### src/rtl/mem_port_arbiter_pkg.sv
// Shared types for the instruction/data memory port arbiter.
package mem_port_arbiter_pkg;

  // Arbiter FSM encoding.
  typedef enum logic [1:0] {
    IDLE = 2'd0,
    ADDR = 2'd1,
    DATA = 2'd2
  } arb_state_e;

  // Which requester owns the memory port.
  typedef enum logic {
    GNT_INST = 1'b0,
    GNT_DATA = 1'b1
  } arb_gnt_e;

  // The requester that is not g.
  function automatic arb_gnt_e other_gnt(input arb_gnt_e g);
    return (g == GNT_INST) ? GNT_DATA : GNT_INST;
  endfunction

endpackage

### src/rtl/mem_port_arbiter_arb_pick.sv
// Combinational tie-break between fetch and mem-stage requests.
// With no request pending the output is don't-care (reports data).
module arb_pick
  import mem_port_arbiter_pkg::*;
#(
  parameter int ROUND_ROBIN = 0
) (
  input  logic     inst_req,
  input  logic     data_req,
  input  arb_gnt_e last_winner,
  output arb_gnt_e winner
);

  // Lone requester wins; on a tie data wins unless alternating is enabled.
  always_comb begin
    winner = GNT_DATA;
    if (inst_req && !data_req) begin
      winner = GNT_INST;
    end else if (inst_req && data_req && (ROUND_ROBIN != 0)) begin
      winner = other_gnt(last_winner);
    end
  end

endmodule

### src/rtl/mem_port_arbiter.sv
// Shares one SRAM-like memory port between instruction fetch and the
// mem-stage load/store path. One transaction at a time: pick, present the
// address until accepted, then wait for the data/completion beat.
//
//   state | meaning
//   ------+--------------------------------------------------------------
//   IDLE  | no transaction; pick a winner among pending requests
//   ADDR  | mem_req high with latched payload, waiting for mem_addr_ok
//   DATA  | request accepted, waiting for mem_data_ok to finish
module mem_port_arbiter
  import mem_port_arbiter_pkg::*;
#(
  parameter int AW          = 32,
  parameter int DW          = 32,
  parameter int ROUND_ROBIN = 0
) (
  input  logic            clk,
  input  logic            rst,
  // fetch side
  input  logic            inst_req,
  input  logic [AW-1:0]   inst_addr,
  output logic [DW-1:0]   inst_rdata,
  output logic            inst_ok,
  // mem-stage side
  input  logic            data_req,
  input  logic            data_wr,
  input  logic [DW/8-1:0] data_wstrb,
  input  logic [AW-1:0]   data_addr,
  input  logic [DW-1:0]   data_wdata,
  output logic [DW-1:0]   data_rdata,
  output logic            data_ok,
  // memory side
  output logic            mem_req,
  output logic            mem_wr,
  output logic [DW/8-1:0] mem_wstrb,
  output logic [AW-1:0]   mem_addr,
  output logic [DW-1:0]   mem_wdata,
  input  logic            mem_addr_ok,
  input  logic            mem_data_ok,
  input  logic [DW-1:0]   mem_rdata,
  // hazard unit
  output logic            stall_inst,
  output logic            stall_data
);

  localparam int SW = DW / 8;

  arb_state_e      state_q, state_d;
  arb_gnt_e        grant_q, grant_d;
  arb_gnt_e        last_winner_q, last_winner_d;
  arb_gnt_e        pick;

  logic            lat_wr_q, lat_wr_d;
  logic [SW-1:0]   lat_wstrb_q, lat_wstrb_d;
  logic [AW-1:0]   lat_addr_q, lat_addr_d;
  logic [DW-1:0]   lat_wdata_q, lat_wdata_d;

  logic [DW-1:0]   inst_rdata_q;
  logic [DW-1:0]   data_rdata_q;
  logic            xfer_done;

  arb_pick #(
    .ROUND_ROBIN (ROUND_ROBIN)
  ) u_arb_pick (
    .inst_req    (inst_req),
    .data_req    (data_req),
    .last_winner (last_winner_q),
    .winner      (pick)
  );

  // Next-state, grant and request-latch logic.
  always_comb begin
    state_d       = state_q;
    grant_d       = grant_q;
    last_winner_d = last_winner_q;
    lat_wr_d      = lat_wr_q;
    lat_wstrb_d   = lat_wstrb_q;
    lat_addr_d    = lat_addr_q;
    lat_wdata_d   = lat_wdata_q;

    case (state_q)
      IDLE: begin
        if (inst_req || data_req) begin
          grant_d = pick;
          state_d = ADDR;
          if (pick == GNT_DATA) begin
            lat_wr_d    = data_wr;
            lat_wstrb_d = data_wstrb;
            lat_addr_d  = data_addr;
            lat_wdata_d = data_wdata;
          end else begin
            // fetch is always a plain read
            lat_wr_d    = 1'b0;
            lat_wstrb_d = '0;
            lat_addr_d  = inst_addr;
            lat_wdata_d = '0;
          end
        end
      end
      ADDR: begin
        // a data beat in the accept cycle is too early and is ignored here
        if (mem_addr_ok) begin
          state_d = DATA;
        end
      end
      DATA: begin
        if (mem_data_ok) begin
          last_winner_d = grant_q;
          state_d       = IDLE;
        end
      end
      default: begin
        state_d = IDLE;
      end
    endcase
  end

  // FSM, grant and latched request registers.
  always_ff @(posedge clk or posedge rst) begin
    if (rst) begin
      state_q       <= IDLE;
      grant_q       <= GNT_DATA;
      last_winner_q <= GNT_INST;
      lat_wr_q      <= 1'b0;
      lat_wstrb_q   <= '0;
      lat_addr_q    <= '0;
      lat_wdata_q   <= '0;
    end else begin
      state_q       <= state_d;
      grant_q       <= grant_d;
      last_winner_q <= last_winner_d;
      lat_wr_q      <= lat_wr_d;
      lat_wstrb_q   <= lat_wstrb_d;
      lat_addr_q    <= lat_addr_d;
      lat_wdata_q   <= lat_wdata_d;
    end
  end

  // Completion decode and memory-side drive.
  always_comb begin
    xfer_done = (state_q == DATA) && mem_data_ok;
    inst_ok   = xfer_done && (grant_q == GNT_INST);
    data_ok   = xfer_done && (grant_q == GNT_DATA);
    mem_req   = (state_q == ADDR);
    mem_wr    = lat_wr_q;
    mem_wstrb = lat_wstrb_q;
    mem_addr  = lat_addr_q;
    mem_wdata = lat_wdata_q;
  end

  // Read-data holding registers, each loaded only on its own done pulse.
  always_ff @(posedge clk or posedge rst) begin
    if (rst) begin
      inst_rdata_q <= '0;
      data_rdata_q <= '0;
    end else begin
      if (inst_ok) begin
        inst_rdata_q <= mem_rdata;
      end
      if (data_ok) begin
        data_rdata_q <= mem_rdata;
      end
    end
  end

  // Read data is forwarded in the done cycle, held afterwards.
  always_comb begin
    inst_rdata = inst_ok ? mem_rdata : inst_rdata_q;
    data_rdata = data_ok ? mem_rdata : data_rdata_q;
  end

  // Stall requests for the hazard unit; depend only on req and ok.
  always_comb begin
    stall_inst = inst_req && !inst_ok;
    stall_data = data_req && !data_ok;
  end

endmodule

### config.mk
export PLATFORM = sky130hd
export DESIGN_NAME = mem_port_arbiter
export DESIGN_NICKNAME = d
export VERILOG_FILES = /design/src/rtl/mem_port_arbiter_pkg.sv /design/src/rtl/mem_port_arbiter_arb_pick.sv /design/src/rtl/mem_port_arbiter.sv
export SDC_FILE = /design/constraint.sdc
export NUM_CORES = 1
export LEC_CHECK = 0
export BUFFER_PORTS_ARGS = -buffer_cell sky130_fd_sc_hd__buf_4
export CORE_MARGIN = 2
export CORE_UTILIZATION = 35
export DETAILED_ROUTE_END_ITERATION = 10
export PLACE_DENSITY = 0.66
export SLEW_MARGIN = 20
export SYNTH_ARGS = -nofsm -noshare
export SYNTH_HDL_FRONTEND = slang
export SYNTH_HIERARCHICAL = 1
export SYNTH_SLANG_ARGS = --single-unit
### constraint.sdc
create_clock -name clk -period 10.7 [get_ports clk]
set_input_delay 1.07 -clock clk [delete_from_list [all_inputs] [get_ports clk]]
set_output_delay 1.07 -clock clk [all_outputs]
set_load 0.005 [all_outputs]
# Word level (Yosys, flattened, before mapping)
# Index checks and enable logic that the tools add are counted.
# totals
ff_bits	136
input_bits	139
out_inout_bits	138
# classes
n_eq_ne	5
n_mux	11
n_bitwise	1
reduce_logical	13
# op_table
op	n
32-bit two-way mux	4
1-bit logical AND	6
2-bit two-way mux	3
2-bit one-hot mux with 3 select lines	1
4-bit two-way mux	1
2-bit inequality test, second input constant	2
1-bit zero test	3
3-bit AND reduction	1
2-bit by 1-bit equality test with 1-bit output, second input constant	1
2-bit equality test, second input constant	1
2-bit zero test	1
1-bit two-way mux	2
2-bit by 1-bit inequality test with 1-bit output, second input constant	1
2-bit AND reduction	1
1-bit logical OR	1
1-bit inverter	1

# Longest topological paths before layout
# Gate-level depths: netlist of the first run.
# logic_depth
depth_word	5
mapped_depth	7
ltp_nobuf	4

# Cells and area by module
# Netlist of the first run, hierarchy kept.
# by_module_without_submodules
module	instances	cells_per_inst	area_per_inst_um2
mem_port_arbiter	1	416	5819.3
arb_pick	1	1	6.3

# Worst setup path after synthesis of the first run
# No wires, ideal clock.
# synth_path
path_kind	input-to-output
from	input mem_data_ok
to	output inst_rdata[23]
arrival_ns	1.901
required_time_ns	9.630
setup_slack_ns	7.729
cell_stages	4
cell_sequence	nand3b_1 nor2_4 buf_6 mux2_2
# synth_between
elab_chain_cells	3
# synth_lines
element	line	text
start: declaration	mem_port_arbiter.sv:39	input logic mem_data_ok,
1-bit logical AND	mem_port_arbiter.sv:141	xfer_done = (state_q == DATA) && mem_data_ok;
1-bit logical AND	mem_port_arbiter.sv:142	inst_ok = xfer_done && (grant_q == GNT_INST);
named net inst_ok	mem_port_arbiter.sv:23	output logic inst_ok,
32-bit two-way mux	n/a	
end: declaration	mem_port_arbiter.sv:22	output logic [DW-1:0] inst_rdata,
# The timed path passes the listed nets, and every way through them passes these cells.

# Final worst setup path of the first run
# layout_path
from	input mem_data_ok
to	output inst_rdata[6]
# layout_between
elab_chain_cells	3
# layout_lines
element	line
1-bit logical AND	mem_port_arbiter.sv:141
1-bit logical AND	mem_port_arbiter.sv:142
32-bit two-way mux	n/a
# No other way between the ends.

==> impl_metrics.json, run 1 <==
{
  "syn_to_final_growth_pct": 48.4,
  "drc_errors": 0,
  "finalMaxSlewViolations": 0,
  "clock-sinks": 136,
  "wirelength_um": 14500,
  "crit_cells": 5,
  "reg2reg_to": "inst_rdata_q[27]$_DFF_PP0_",
  "antennaDiodeCount": 0,
  "ctsResizeCount": 0,
  "period_share_pct": 34.7,
  "min_from": "inst_rdata_q[4]$_DFF_PP0_",
  "cp_max_fo": 34,
  "multi_input_area_mm2": 0.00206,
  "grt.total_usage_pct": 16.9,
  "ant_nets": 0,
  "ios": 277,
  "post_cts_buffers": 0,
  "ff_latch_area_mm2": 0.00340,
  "dr_wl_met2_um": 7340,
  "dr_wl_met3_um": 1160,
  "cpLargestDelayFamily": "simple AND/OR/NAND/NOR gates",
  "grt_pass1_wl_um": 23400,
  "grt_setup_unrepaired": "false",
  "die_h_um": 133,
  "required_ns": 9.63,
  "relSlewSlack_pct": 35.8,
  "r2r-start": "state_q[0]$_DFFE_PP0P_",
  "max_slew.worst_pin.slew_ns": 0.961,
  "clkSlewWorstSetupHoldPaths_ns": 0.06,
  "power_density_mw_per_mm2": 281,
  "clock_path_buffers": 2,
  "routed.top_layer": "met5",
  "port_buffers": 276,
  "final_cells": 924,
  "hold_viol_final": 0,
  "postSynthAreaPerCell_um2": 14.0,
  "cp_slowest_stage_delay_ns": 0.75,
  "r2r_cells": 3,
  "cp.arrival_ns": 2.65,
  "cts-root-buf": "clkbuf_16",
  "dieArea_mm2": 0.0176,
  "route.detailed.vias_per_inst": 4.47,
  "vias": 4127,
  "hp-class": "reg -> reg",
  "grt_pass1_vias": 4551,
  "syn-instance-count": 414,
  "path_buf_inv": 2,
  "yosysWarningCount": 6,
  "drive_above_1_share_pct": 63.1,
  "std_cell_rows": 47,
  "whs_endpoint": "inst_rdata_q[4]$_DFF_PP0_",
  "drt-met1-wl_um": 5610,
  "first_pass_iters": 4,
  "skew_ns": 0.00741,
  "ir_drop_mv": 0.137,
  "cts_hold_buffers": 0,
  "numCtsBuffers": 17,
  "drt_iter0_drc": 124,
  "fin_area_mm2": 0.00860,
  "synth_nets": 553,
  "end_kind": "output port",
  "place_ws_ns": 7.00,
  "path_cells": "buf_4 -> nand3b_1 -> nor2_4 -> mux2_1 -> buf_4",
  "critical_path_class": "in -> out",
  "cp-start-kind": "input pin",
  "dpl.hpwl_um": 10800,
  "fin_nets": 830,
  "die_width_um": 133,
  "leakage_uw": 0.00435,
  "overflow": 0,
  "clkLatencyLatePin_ns": 0.41,
  "setup_viol": 0,
  "worst_hold_slack_ns": 0.497,
  "htree_levels": 4,
  "fillCellCount": 1430,
  "status": "finished, final reports clean",
  "grt_max_degree": 83,
  "coreArea_mm2": 0.0164,
  "r2r_slack_ns": 8.77,
  "gp_congestion": 0.783,
  "critPathSlowestCell": "nor2_4",
  "holdPathStages": 1,
  "setup_ws_ns": 6.98,
  "grt_antenna_before_repair": 1,
  "cts_tree": "yes",
  "wire_per_inst_um": 15.7,
  "syn_area_mm2": 0.00579,
  "fin_tns_setup_ns": 0,
  "start_util_pct": 35.3,
  "period_minus_slack_ns": 3.72,
  "maxCapViolCount": 0,
  "dp_cells": 892,
  "crit_top_cell": "buf_4",
  "place_area_mm2": 0.00800,
  "max_freq_mhz": 269
}
-- state kept, by name (all words and copies together), names as in the netlist --
| signal | cells |
|---|---|
| data_rdata_q | 32 |
| grant_q | 1 |
| inst_rdata_q | 32 |
| mem_addr | 32 |
| mem_wdata | 32 |
| mem_wr | 1 |
| mem_wstrb | 4 |
| state_q | 2 |
-- area by class of cell --
type / instances / area share (%)
clock buffer: 21 / 5.47
clock inverter: 11 / 1.41
inverter: 41 / 1.85
multi-input combinational: 215 / 24.0
sequential: 136 / 39.6
tap: 220 / 3.20
timing repair buffer: 280 / 24.5
-- per-layer routing --
metal | global-route usage (%) | vias up
met3 | 6.09 | 27
met2 | 28.4 | 180
met4 | 7.11 | 2
met5 | 0 | -
li1 | - | 1943
met1 | 19.5 | 1975
-- power by group --
group / internal [µW] / total (µW) / switching [µW]
logic: 591 / 970 / 379
registers: 768 / 873 / 104
clock network: 361 / 576 / 215
total: 1720 / 2420 / 698
-- metrics by stage --
step | total power (µW) | util, %
floorplan | 1320 | -
global placement | 1840 | 48.8
detailed placement | 1870 | 48.8
CTS | 2460 | 52.4
global route | 2570 | 52.4
finish | 2420 | 52.4
-- cell usage in the layout, fill, tap and decap left out, drive strengths merged --
master,count
a21o,1
a22o,1
and2,1
and2b,1
buf,280
bufinv,2
clkbuf,21
clkinv,6
clkinvlp,2
dfrtp,135
dfstp,1
inv,42
mux2,129
mux2i,37
nand2,37
nand2b,1
nand3,1
nand3b,1
nor2,2
nor2b,2
nor3,1
-- worst max-delay path by stage --
stage / from / end
final: mem_data_ok / inst_rdata[6]
after global routing: mem_data_ok / inst_rdata[27]
after CTS: mem_data_ok / inst_rdata[27]
after detailed placement: mem_data_ok / inst_rdata[27]
after global placement: mem_data_ok / inst_rdata[5]
after floorplan: rst / data_rdata_q[0]$_DFF_PP0_
Power figures use the tool's default switching activity.
==> run 2, diff against run 1 <==
Settings changed: PLACE_DENSITY 0.66 to 0.69.
Clock period 10.7 ns to 3.3 ns, I/O delays scaled along.
==> run 2 against run 1 <==
  * Sequential cell count unchanged
  * Clock-buffer cell count down 2
  * Largest cell class unchanged
  * Global-route usage decreased by 0.19 points
  * Largest power group unchanged
  * Combinational power increased to 3.2 times the previous value
  * Sequential power grew to 3.2 times the previous value
==> impl_metrics.json, run 2 (synthesis results as in run 1) <==
{
  "pwr-share-comb_pct": 40.0,
  "hold_viol_final": 0,
  "dieArea_mm2": 0.0176,
  "ctsResizeCount": 0,
  "final_cell_mix": "buf_4 (280), dfrtp_1 (135), mux2_2 (127), inv_1 (40)",
  "power_switching_uw": 2250,
  "wirelength_um": 14400,
  "period_share_pct": 82.2,
  "ant_nets": 0,
  "maxCapViolCount": 0,
  "cp_max_fo": 34,
  "r2r_cells": 3,
  "relSlewSlack_pct": 37.0,
  "grt_pass1_wl_um": 23300,
  "dp_cells": 894,
  "power_density_mw_per_mm2": 909,
  "max_freq_mhz": 369,
  "dpl.hpwl_um": 10800,
  "std_cell_rows": 47,
  "worst_hold_slack_ns": 0.0372,
  "pwr-share-seq_pct": 35.9,
  "required_ns": 2.97,
  "htree_levels": 4,
  "cts-root-buf": "clkbuf_16",
  "critPathSlowestCell": "nor2_4",
  "status": "finished, final reports clean",
  "numCtsBuffers": 17,
  "path_cells": "nand3b_1 -> nor2_4 -> mux2_2 -> buf_4",
  "drive_above_1_share_pct": 63.2,
  "die_width_um": 133,
  "crit_cells": 4,
  "clkLatencyLatePin_ns": 0.41,
  "clkSlewWorstSetupHoldPaths_ns": 0.06,
  "start_util_pct": 35.3,
  "ios": 277,
  "cp_slowest_stage_delay_ns": 0.74,
  "cts_hold_buffers": 0,
  "cts_tree": "yes",
  "fin_nets": 833,
  "grt_antenna_before_repair": 0,
  "totalPowerFinal_uw": 7870,
  "setup_viol": 0,
  "final_common_cell": "buf_4",
  "clock-sinks": 136,
  "overflow": 0,
  "p_int_uw": 5620,
  "finalMaxSlewViolations": 0,
  "syn_to_final_growth_pct": 49.5,
  "skew_ns": 0.00424,
  "antennaDiodeCount": 0,
  "cpLargestDelayFamily": "simple AND/OR/NAND/NOR gates",
  "vias": 4146,
  "clock_path_buffers": 2,
  "fin_area_mm2": 0.00866,
  "hp-class": "in -> async",
  "max_slew.worst_pin.slew_ns": 0.943,
  "leakage_uw": 0.00437,
  "cp.arrival_ns": 2.38,
  "drc_errors": 0,
  "grt_setup_unrepaired": "false",
  "grt.total_usage_pct": 16.7,
  "route.detailed.vias_per_inst": 4.48,
  "ir_drop_mv": 0.494,
  "swShare_pct": 28.6,
  "place_area_mm2": 0.00804,
  "drt_iter0_drc": 141,
  "end_kind": "output port",
  "period_minus_slack_ns": 2.71,
  "die_h_um": 133,
  "port_buffers": 276,
  "coreArea_mm2": 0.0164,
  "final_cells": 926,
  "fin_tns_setup_ns": 0,
  "first_pass_iters": 4,
  "cp-start-kind": "flop",
  "critical_path_class": "reg -> out",
  "p_clk_share_pct": 24.1,
  "path_buf_inv": 1,
  "wire_per_inst_um": 15.5,
  "grt_pass1_vias": 4603,
  "post_cts_buffers": 0,
  "gp_congestion": 0.794,
  "grt_max_degree": 78
}
==> run 2: cell types whose count changed in the layout (fill, tap and decap cells not counted), moves of 2 or more <==
| cell | before | now |
|---|---|---|
| inv_6 | 2 | 0 |
| clkinvlp_4 | 2 | 5 |
| clkbuf_8 | 3 | 1 |
| buf_12 | 0 | 3 |
==> run 2: power groups by stage <==
stage          Combinational [µW]  Clock (µW)  Sequential [µW]
2_1_floorplan                1470           0             2830
3_3_place_gp                 3110           0             2820
3_5_place_dp                 3200           0             2860
4_1_cts                      3210        1960             2840
5_1_grt                      3410        2030             2930
6_report                     3150        1900             2820
==> run 2: worst paths after layout <==
check,slack [ns],start,end
worst max-delay path,0.59,state_q[0]$_DFFE_PP0P_,inst_rdata[13]
worst min-delay path,0.04,rst,mem_wdata[18]$_DFFE_PP0P_
worst max register to register,1.35,state_q[0]$_DFFE_PP0P_,inst_rdata_q[13]$_DFF_PP0_
worst min register to register,0.49,inst_rdata_q[6]$_DFF_PP0_,inst_rdata_q[6]$_DFF_PP0_
max in group asynchronous,2.85,rst,grant_q$_DFFE_PP1P_
min in group clk,0.17,mem_addr_ok,state_q[1]$_DFFE_PP0P_
==> run 2: area by class of cell <==
cell class,count,area [µm²]
clock inverters,12,153
repair buffers,283,2160
well taps,220,275
flip-flops and latches,136,3400
fillers,1425,7750
multi-input cells,215,2060
inverters,41,158
clock buffers,19,443
==> run 2: metrics by stage <==
step	worst slack [ns]	util, %
6_report	0.588	52.8
2_1_floorplan	1.28	-
5_1_grt	0.434	52.8
3_3_place_gp	1.14	49.0
3_5_place_dp	1.01	49.0
4_1_cts	0.552	52.7
==> run 2: worst reg2reg max path, cell delays in order (launching register included) <==
cell	delay [ns]
dfrtp_1	0.41
nand3b_1	0.22
nor2_4	0.74
mux2_2	0.46
==> run 2: layer usage <==
layer,track usage [%],wire [µm]
met5,0,0
met4,6.75,293
met3,5.90,1100
met2,28.4,7230
met1,19.1,5760
==> run 3, diff against run 2 <==
Clock period 3.3 ns to 2.3 ns, I/O delays scaled along.
==> run 3 against run 2 <==
  * Clock-buffer cell count fell by 2
  * Sequential power rose by 44%
  * First-iteration DRC count rose by 4.3%
  * Clock skew rose by 0.0032 ns
  * Non-clock buffer count rose by 9
  * Sequential share of layout area fell by 0.29 points
  * Critical endpoint is now inst_rdata[6]
==> impl_metrics.json, run 3 (synthesis results as in run 1) <==
{
  "status": "finished, final reports clean",
  "final_cells": 936,
  "numCtsBuffers": 17,
  "htree_levels": 4,
  "fin_tns_setup_ns": 0,
  "clkLatencyLatePin_ns": 0.41,
  "drive_above_1_share_pct": 63.7,
  "grt_pass1_vias": 4510,
  "route.detailed.vias_per_inst": 4.46,
  "gp_congestion": 0.800,
  "fillCellCount": 1434,
  "cp-start-kind": "flop",
  "cts_tree": "yes",
  "clock-sinks": 136,
  "cts-root-buf": "clkbuf_16",
  "vias": 4172,
  "ff_latch_area_mm2": 0.00340,
  "grt_max_degree": 81,
  "die_width_um": 133,
  "wirelength_um": 14500,
  "die_h_um": 133,
  "clock_path_buffers": 2,
  "power_density_mw_per_mm2": 1300,
  "multi_input_area_mm2": 0.00206,
  "worst_hold_slack_ns": 0.0635,
  "end_kind": "output port",
  "dieArea_mm2": 0.0176,
  "place_area_mm2": 0.00809,
  "ctsResizeCount": 0,
  "drt_iter0_drc": 147,
  "drc_errors": 0,
  "hp-class": "in -> reg",
  "wire_per_inst_um": 15.5,
  "grt_antenna_before_repair": 0,
  "path_cells": "nand3b_1 -> nor2_4 -> buf_12 -> mux2_1 -> buf_4",
  "finalMaxSlewViolations": 0,
  "dp_cells": 899,
  "skew_ns": 0.00739,
  "final_cell_mix": "buf_4 (288), dfrtp_1 (135), mux2_2 (127), inv_1 (40)",
  "grt.total_usage_pct": 16.7,
  "maxCapViolCount": 0,
  "dpl.hpwl_um": 10800,
  "antennaDiodeCount": 0,
  "ios": 277,
  "fin_area_mm2": 0.00872,
  "start_util_pct": 35.3,
  "required_ns": 2.07,
  "setup_ws_ns": 0.155,
  "cp_max_fo": 34,
  "grt_setup_unrepaired": "false",
  "std_cell_rows": 47,
  "fin_nets": 842,
  "grt_pass1_wl_um": 23200,
  "ant_nets": 0,
  "ir_drop_mv": 0.685,
  "overflow": 0,
  "critPathSlowestCell": "dfrtp_1",
  "clkSlewWorstSetupHoldPaths_ns": 0.06,
  "cp_slowest_stage_delay_ns": 0.40,
  "cp.arrival_ns": 1.92,
  "max_slew.worst_pin.slew_ns": 0.707,
  "max_freq_mhz": 466,
  "critical_path_class": "reg -> out",
  "relSlewSlack_pct": 52.9,
  "syn_to_final_growth_pct": 50.6,
  "leakage_uw": 0.00440,
  "coreArea_mm2": 0.0164,
  "final_common_cell": "buf_4",
  "port_buffers": 276,
  "hold_viol_final": 0,
  "first_pass_iters": 4,
  "setup_viol": 0,
  "place_ws_ns": 0.470,
  "period_minus_slack_ns": 2.15,
  "period_share_pct": 93.3
}
==> run 3: changes by cell type in the layout (fill, tap and decap cells not counted) <==
cell | before | now
clkinv_4 | 2 | 3
buf_4 | 280 | 288
inv_8 | 0 | 1
bufinv_16 | 3 | 2
clkinv_2 | 3 | 2
clkbuf_1 | 1 | 0
dlygate4sd3_1 | 0 | 1
clkinvlp_4 | 5 | 4
inv_6 | 0 | 4
clkbuf_8 | 1 | 0
==> run 3: repair_timing <==
item	CTS	global route
hold endpoints to repair	79	0
hold buffers	1	0
buffers inserted	0	4
setup endpoints to repair	0	22
==> run 3: per-stage QoR <==
stage,power [µW],utilization [%]
after floorplan,6160,-
after global placement,8560,49.3
after detailed placement,8730,49.3
after CTS,11500,53.0
after global routing,12000,53.2
final,11300,53.2
==> run 3: worst max-delay path: cells and delay by family (launching register included) <==
family / cells / cell delay, ns
muxes: 1 / 0.37
DFF: 1 / 0.40
buffers and inverters: 2 / 0.37
and+or+nand+nor: 2 / 0.33
==> run 3: report_power, final <==
group | leakage [µW] | switching [µW] | internal, µW
Sequential | 0.00166 | 491 | 3570
Clock | 0.000283 | 1080 | 1620
Combinational | 0.00246 | 1770 | 2800
Total | 0.00440 | 3330 | 7990
==> run 3: final timing paths <==
path | startpoint | endpoint | slack, ns | cells after the start
max | state_q[0]$_DFFE_PP0P_ | inst_rdata[6] | 0.15 | 5
min | mem_addr_ok | state_q[1]$_DFFE_PP0P_ | 0.06 | 2
max reg2reg | state_q[0]$_DFFE_PP0P_ | mem_addr[9]$_DFFE_PP0P_ | 0.64 | 3
min reg2reg | inst_rdata_q[31]$_DFF_PP0_ | inst_rdata_q[31]$_DFF_PP0_ | 0.50 | 1
max in group asynchronous | rst | mem_wstrb[1]$_DFFE_PP0P_ | 1.17 | 4
min in group asynchronous | rst | mem_wdata[18]$_DFFE_PP0P_ | 0.50 | 4
==> run 3: layout make-up <==
type / count / area share, %
clock buffers: 17 / 4.88
clock inverters: 15 / 1.89
inverters: 41 / 1.81
multi-input cells: 215 / 23.7
flip-flops and latches: 136 / 39.0
well taps: 220 / 3.16
repair buffers: 292 / 25.6
==> run 3: per-layer routing <==
metal  track usage, %  wire length, µm  vias up
met4             6.39              257        0
li1                 -                -     1967
met2             28.7             7350      176
met5                0                0        -
met3             6.02             1040       17
met1             19.1             5840     2012
